$ cat src/rtl/masked_pkg.sv
// Shared constants and types for the masked share generator.
package masked_pkg;

  localparam int unsigned LFSR_W_DEF = 32;
  localparam logic [31:0] TAPS_DEF   = 32'h8020_0003;
  localparam logic [31:0] SEED_DEF   = 32'hACE1_2468;

  typedef enum logic {
    WARMUP,
    RUN
  } state_e;

  typedef struct packed {
    logic a0;
    logic a1;
    logic b0;
    logic b1;
    logic r;
  } share_t;

endpackage

$ cat src/rtl/lfsr_galois_step.sv
// Combinational N-step right-shifting Galois LFSR advance.
module lfsr_galois_step #(
  parameter int unsigned       W     = 32,
  parameter logic [W-1:0]      TAPS  = W'(32'h8020_0003),
  parameter int unsigned       STEPS = 3
) (
  input  logic [W-1:0] state_i,
  output logic [W-1:0] state_o
);

  always_comb begin
    logic [W-1:0] s;
    s = state_i;
    for (int unsigned i = 0; i < STEPS; i++) begin
      s = s[0] ? ((s >> 1) ^ TAPS) : (s >> 1);
    end
    state_o = s;
  end

endmodule

$ cat src/rtl/masked_share_gen.sv
// Splits operand bits a/b into two Boolean shares with LFSR masks.
// FRESH_MASK_EN: when defined, r carries a fresh mask and the LFSR advances 3 steps; else r=0, 2 steps.
module masked_share_gen
  import masked_pkg::*;
#(
  parameter int unsigned       LFSR_W        = LFSR_W_DEF,
  parameter logic [LFSR_W-1:0] TAPS          = LFSR_W'(TAPS_DEF),
  parameter logic [LFSR_W-1:0] SEED_DEFAULT  = LFSR_W'(SEED_DEF),
  parameter int unsigned       WARMUP_CYCLES = 16
) (
  input  logic              clk,
  input  logic              rstn,
  input  logic              seed_valid,
  input  logic [LFSR_W-1:0] seed,
  input  logic              in_valid,
  output logic              in_ready,
  input  logic              a,
  input  logic              b,
  output logic              out_valid,
  input  logic              out_ready,
  output logic              a0,
  output logic              a1,
  output logic              b0,
  output logic              b1,
  output logic              r
);

`ifdef FRESH_MASK_EN
  localparam int unsigned ADV_STEPS = 3;
`else
  localparam int unsigned ADV_STEPS = 2;
`endif

  localparam int unsigned    CNT_W      = (WARMUP_CYCLES > 1) ? $clog2(WARMUP_CYCLES) : 1;
  localparam logic [CNT_W-1:0] CNT_LAST = CNT_W'(WARMUP_CYCLES - 1);
  localparam state_e         INIT_STATE = (WARMUP_CYCLES == 0) ? RUN : WARMUP;

  state_e            state_q, state_d;
  logic [CNT_W-1:0]  cnt_q, cnt_d;
  logic [LFSR_W-1:0] lfsr_q, lfsr_d, lfsr_adv;
  share_t            share_q, share_d;
  logic              out_valid_q, out_valid_d;
  logic              accept;

  lfsr_galois_step #(
    .W     (LFSR_W),
    .TAPS  (TAPS),
    .STEPS (ADV_STEPS)
  ) u_step (
    .state_i (lfsr_q),
    .state_o (lfsr_adv)
  );

  always_comb begin
    state_d     = state_q;
    cnt_d       = cnt_q;
    lfsr_d      = lfsr_q;
    share_d     = share_q;
    out_valid_d = out_valid_q;

    in_ready = (state_q == RUN) && !seed_valid && (!out_valid_q || out_ready);
    accept   = in_valid && in_ready;

    if (out_ready) begin
      out_valid_d = 1'b0;
    end

    // Masks come from the pre-advance state; accept only happens in RUN.
    if (accept) begin
      share_d.a0  = a ^ lfsr_q[0];
      share_d.a1  = lfsr_q[0];
      share_d.b0  = b ^ lfsr_q[1];
      share_d.b1  = lfsr_q[1];
`ifdef FRESH_MASK_EN
      share_d.r   = lfsr_q[2];
`else
      share_d.r   = 1'b0;
`endif
      out_valid_d = 1'b1;
      lfsr_d      = lfsr_adv;
    end

    if (seed_valid) begin
      lfsr_d  = (seed == '0) ? SEED_DEFAULT : seed;
      cnt_d   = '0;
      state_d = INIT_STATE;
    end else if (state_q == WARMUP) begin
      lfsr_d = lfsr_adv;
      if (cnt_q == CNT_LAST) begin
        cnt_d   = '0;
        state_d = RUN;
      end else begin
        cnt_d = cnt_q + 1'b1;
      end
    end
  end

  always_ff @(posedge clk or negedge rstn) begin
    if (!rstn) begin
      state_q     <= INIT_STATE;
      cnt_q       <= '0;
      lfsr_q      <= SEED_DEFAULT;
      share_q     <= '0;
      out_valid_q <= 1'b0;
    end else begin
      state_q     <= state_d;
      cnt_q       <= cnt_d;
      lfsr_q      <= lfsr_d;
      share_q     <= share_d;
      out_valid_q <= out_valid_d;
    end
  end

  assign out_valid = out_valid_q;
  assign a0        = share_q.a0;
  assign a1        = share_q.a1;
  assign b0        = share_q.b0;
  assign b1        = share_q.b1;
  assign r         = share_q.r;

endmodule

$ cat config.mk
export PLATFORM = sky130hd
export DESIGN_NAME = masked_share_gen
export DESIGN_NICKNAME = d
export VERILOG_FILES = /design/src/rtl/masked_pkg.sv /design/src/rtl/lfsr_galois_step.sv /design/src/rtl/masked_share_gen.sv
export SDC_FILE = /design/constraint.sdc
export NUM_CORES = 1
export LEC_CHECK = 0
export ABC_AREA = 1
export CORE_MARGIN = 1.5
export CORE_UTILIZATION = 57
export CTS_BUF_LIST = sky130_fd_sc_hd__clkbuf_8
export DETAILED_ROUTE_END_ITERATION = 8
export GPL_ROUTABILITY_DRIVEN = 0
export PLACE_DENSITY = 0.87
export RECOVER_POWER = 50
export SYNTH_ARGS = -nofsm -noshare
export SYNTH_HDL_FRONTEND = slang
export SYNTH_SLANG_ARGS = --single-unit
$ cat constraint.sdc
create_clock -name clk -period 2.5 [get_ports clk]
set_input_delay 0.5 -clock clk [delete_from_list [all_inputs] [get_ports clk]]
set_output_delay 0.5 -clock clk [all_outputs]
set_load 0.05 [all_outputs]
Word level (Yosys, flattened, before mapping)
Cells that the tools add are included.
- add/subtract/negate cells: 1
- multiply operators: 0
- divide/modulo/power cells: 0
- magnitude comparators: 0
- eq/ne operators: 3
- shift-type cells: 0
- mux-type cells: 14
- bitwise gates (word level): 4
- reduce and logical (&&, ||, !) cells: 8
- operator list (kind ; number):
    2-to-1 mux 32 bit ; 6
    logical NOT 32 bit ; 1
    2-to-1 mux 4 bit ; 3
    NOT 3 -> 4 bit ; 2
    2-to-1 mux 1 bit ; 5
    adder 4 x 1 -> 4 bit (second input constant) ; 1
    equality test 4 bit (second input constant) ; 1
    logical AND 1 bit ; 3
    inequality test 3 x 2 -> 1 bit (second input constant) ; 1
    logical NOT 1 bit ; 2
    inequality test 2 bit (second input constant) ; 1
    nonzero test 2 bit ; 1
    XOR 1 bit ; 2
    logical OR 1 bit ; 1
- register bits: 42
- latch bits: 0
- memory bits (writable): 0
- ROM bits: 0
- bits of input ports: 39
- output and inout port bits: 7
- word-level logic and storage cells: 38
- memories: 0

Longest topological paths before layout
- word-level depth: 7
- mapped depth: 11
- gate-level depth less buffers: 10

Modules after synthesis
A second synthesis with hierarchy kept.
- cell total of the unflattened synthesis: 349
- area total of the unflattened synthesis: 2523.7 sq um
- by module, submodules not included (module ; instances ; cells an instance ; area an instance (sq um) ; sequential area each (sq um)):
    masked_share_gen ; 1 ; 296 ; 2207.1 ; 1067.3
    lfsr_galois_step ; 1 ; 53 ; 316.6 ; 0.0

Worst setup path after synthesis
No wires, ideal clock.
- kind: input to register
- start point: input port seed_valid
- end point: register lfsr_q[28]
- setup time: 81 ps
- arrival time: 1674 ps
- data required time: 2419 ps
- setup slack: 744 ps
- cell stages on the path: 10
- buffers on the path: 3
- path through: buf_6 -> clkinv_4 -> nand2_4 -> nor2_4 -> nand2_4 -> nand2_4 -> buf_6 -> buf_6 -> nor2_1 -> a31oi_2
- word-level cells in the longest chain between the ends: 5
- elaborated cells on any way between the ends: 6
- classes of those cells: eq/ne (1); mux (1); reduce/logical (4)
- RTL lines (element ; line ; RTL):
    start, declared ; masked_share_gen.sv:13 ; input logic seed_valid,
    logical NOT 1 bit ; masked_share_gen.sv:61 ; in_ready = (state_q == RUN) && !seed_valid && (!out_valid_q || out_ready);
    logical AND 1 bit (2 in series) ; masked_share_gen.sv:61 ;
    net in_ready ; masked_share_gen.sv:16 ; output logic in_ready,
    logical AND 1 bit ; masked_share_gen.sv:62 ; accept = in_valid && in_ready;
    inequality test 3 x 2 -> 1 bit (no line) ; n/a ;
    end signal, assigned ; masked_share_gen.sv:108 ; lfsr_q <= lfsr_d;
    end, declared ; masked_share_gen.sv:40 ; logic [LFSR_W-1:0] lfsr_q, lfsr_d, lfsr_adv;
The timed path passes the listed nets, and every way through them passes these cells.
A chain may end at the register's enable or synchronous reset.

Final worst setup path
- start point: input port seed_valid
- end point: output port in_ready
- word-level cells in the longest chain between the ends: 3
- RTL lines (element ; line):
    logical NOT 1 bit ; masked_share_gen.sv:61
    logical AND 1 bit (2 in series) ; masked_share_gen.sv:61
    end, declared ; masked_share_gen.sv:16
No other way between the ends.

==> results.md <==
* Leak at 1.28 nW
* Syn nets at 350
* DR vias/cell at 5.22
* Layout area overhead at 22.1%
* Post-route ant nets at 0
* Fin Hold WS at 0.331 ns
* Max incr delay on CP at 0.59 ns
* Worst Setup Start Kind: input pin
* Grt ovf at 0
* Final hold violation count at 0
* Clock Power Share at 28.4%
* Core ar. at 3740 sq um
* Worst r2r src: out_valid
* CTS Root Buffer Type: clkbuf_8
* Final Worst Setup Slack at 0.413 ns
* F_max at 479 MHz
* DRT iter0 DRCs at 152
* Yosys cell types at 25
* DR WL/cell at 12.6 microns
* Post-synthesis instance total at 310
* Hold buffers post-CTS at 0
* Final non-filler cell total at 396
* Pwr dens at 534 nW/um^2
* Drt total wl at 4990 microns
* Max-Cap Viols at 0
* Placed cell count at 388
* Fin crit share at 83.5%
* Clock Sinks at 42
* Most frequent cells in the layout: 100 x nand2_1, 78 x nor2_1, 41 x clkdlybuf4s50_1
* Share of layout cells above drive strength 1 at 9.20%
* Avg Cell Area, Syn at 7.31 sq um
* Vias in the first global route at 1998
* Reg power frac at 54.3%
* Worst-Skew Late Latency at 0.30 ns
* Switching part of the total at 27.7%
* Crit end category: output port
* Final Max Slew Viols at 0
* Diodes inserted at 0
* Yosys top cell area share at 32.0%
* Hpwl dp at 3450 microns
* Port Buffers at 44
* R2R Path End: lfsr_q[16]
* Status: complete, no violations
* Antenna violations before repair at 0
* Die X at 66.0 microns
* CTS tree: done
* Worst EP required at 2.00 ns
* Starting Density at 60.5%
* Maximum VDD drop at 314 uV
* Drt drc at 0
* Worst path arrival time at 1.59 ns
* Via count at 2066
* Row count at 22
* Top cells by area, synth: dfrtp_1 32%, nand2_1 17%, dfstp_2 15%
* Largest net degree at the start of global routing at 43
* P_sw at 0.409 mW
* Final setup vio count at 0
* Crit-path max FO at 3
* Critical path class: in -> out
* Clk buf depth at 2
* Post-synthesis sequential area ratio at 47.1%
* Cell Chain, Critical Path: dlygate4sd3_1 > clkinv_4 > nand2_4 > nor2_4 > buf_4
* # fillers at 295
* Total GRT Usage at 26.1%
* Resized cells post-CTS at 0
* Commonest non-fill, non-tap cell in the layout: nand2_1
* Clock skew at 0.00739 ns
* Post-CTS setup buffers at 0
* H-Tree Depth at 2
* Setup tns final at 0 ns
* Comb power frac at 17.4%
* Synthesized cell area at 2260 sq um
* Nets at 387
* Clk slew on worst S/H paths at 0.08 ns
* Hold Path Class: in -> async
* Rel. slew slack at 37.9%
* Io pins at 46
* Int Power at 1.07 mW
* Flops & latches, synth at 42
* Total CTS buffers at 5
* Die Footprint at 4360 sq um
* Pre-CTS WS at 0.273 ns
* R2R depth at 9
* Slowest-stage cell, CP: dlygate4sd3_1
* Yosys Warn Count at 0
* Chip Height at 66.0 microns
* Drt pass-1 iters at 4
* Actual slew at the worst max-slew pin at 0.932 ns
* First-pass GRT wire length at 8820 microns
* RSZ-0062 raised after global routing: no
* Tot Pwr at 1.48 mW
* Final Critical Period at 2.09 ns
* R2R Setup Slk at 0.86 ns
* Yosys top cell by area: dfrtp_1
cells by family after synthesis:
group | share of synthesized area (%)
AO/OA/AOI/OAI | 11.3
XOR/XNOR | 1.16
adder cells (fa/ha/maj) | 0.552
buffers and inverters | 6.35
flip-flops | 47.1
other | 0.166
AND/OR/NAND/NOR | 33.3
stage by stage:
step           instance area [sq um]  util, %
2_1_floorplan                   2260        -
3_3_place_gp                    2680     71.7
3_5_place_dp                    2680     71.7
4_1_cts                         2770     73.9
5_1_grt                         2770     73.9
6_report                        2770     73.9
registers in the layout (all words and copies together) (netlist names):
register	cells
cnt_q	4
b0	1
a0	1
out_valid	1
a1	1
state_q	1
b1	1
lfsr_q	32
worst max-delay path, delay by kind of cell:
family,cells,cell delay [ns]
AND/OR/NAND/NOR,2,0.20
buffers and inverters,3,0.88
worst max-delay path by stage:
stage	start	endpoint	depth (start not counted)
2_1_floorplan	seed_valid	lfsr_q[28]	10
3_3_place_gp	seed_valid	lfsr_q[27]	10
3_5_place_dp	seed_valid	lfsr_q[16]	10
4_1_cts	seed_valid	in_ready	5
5_1_grt	seed_valid	lfsr_q[5]	10
6_report	seed_valid	in_ready	5
power by group through the flow:
stage               combinational, mW  sequential (mW)  clock, mW
global placement                0.251            0.810          0
floorplan                       0.137            0.812          0
finish                          0.256            0.801      0.419
global route                    0.292            0.808      0.458
detailed placement              0.257            0.812          0
CTS                             0.258            0.801      0.425
per-layer routing:
layer	up-vias	part of all wire, %	global-route usage [%]
li1	1057	-	-
met5	-	0	0
met1	943	47	35.1
met3	7	4.6	5.96
met2	59	47	42.3
met4	0	1.3	7.91
synthesized netlist by cell type (all sizes together):
cell,n
clkinv,1
nand3,6
ha,1
nor3,1
conb,1
and3,1
nor2,79
dfstp,13
a21o,1
xnor2,2
nand2,103
clkbuf,9
inv,10
dfrtp,29
a31oi,18
buf,8
a21oi,3
xor2,1
o21ai,23
cell type report:
type | instances | area, sq um | share of cell area, %
clock buffers | 5 | 68.8 | 2.49
well taps | 48 | 60.1 | 2.17
inverters | 11 | 46.3 | 1.67
multi-input cells | 240 | 1050 | 38.1
flip-flops and latches | 42 | 1070 | 38.6
clock inverters | 3 | 13.8 | 0.498
repair buffers | 47 | 455 | 16.5
Note: power is estimated with default switching activity, not from simulation.
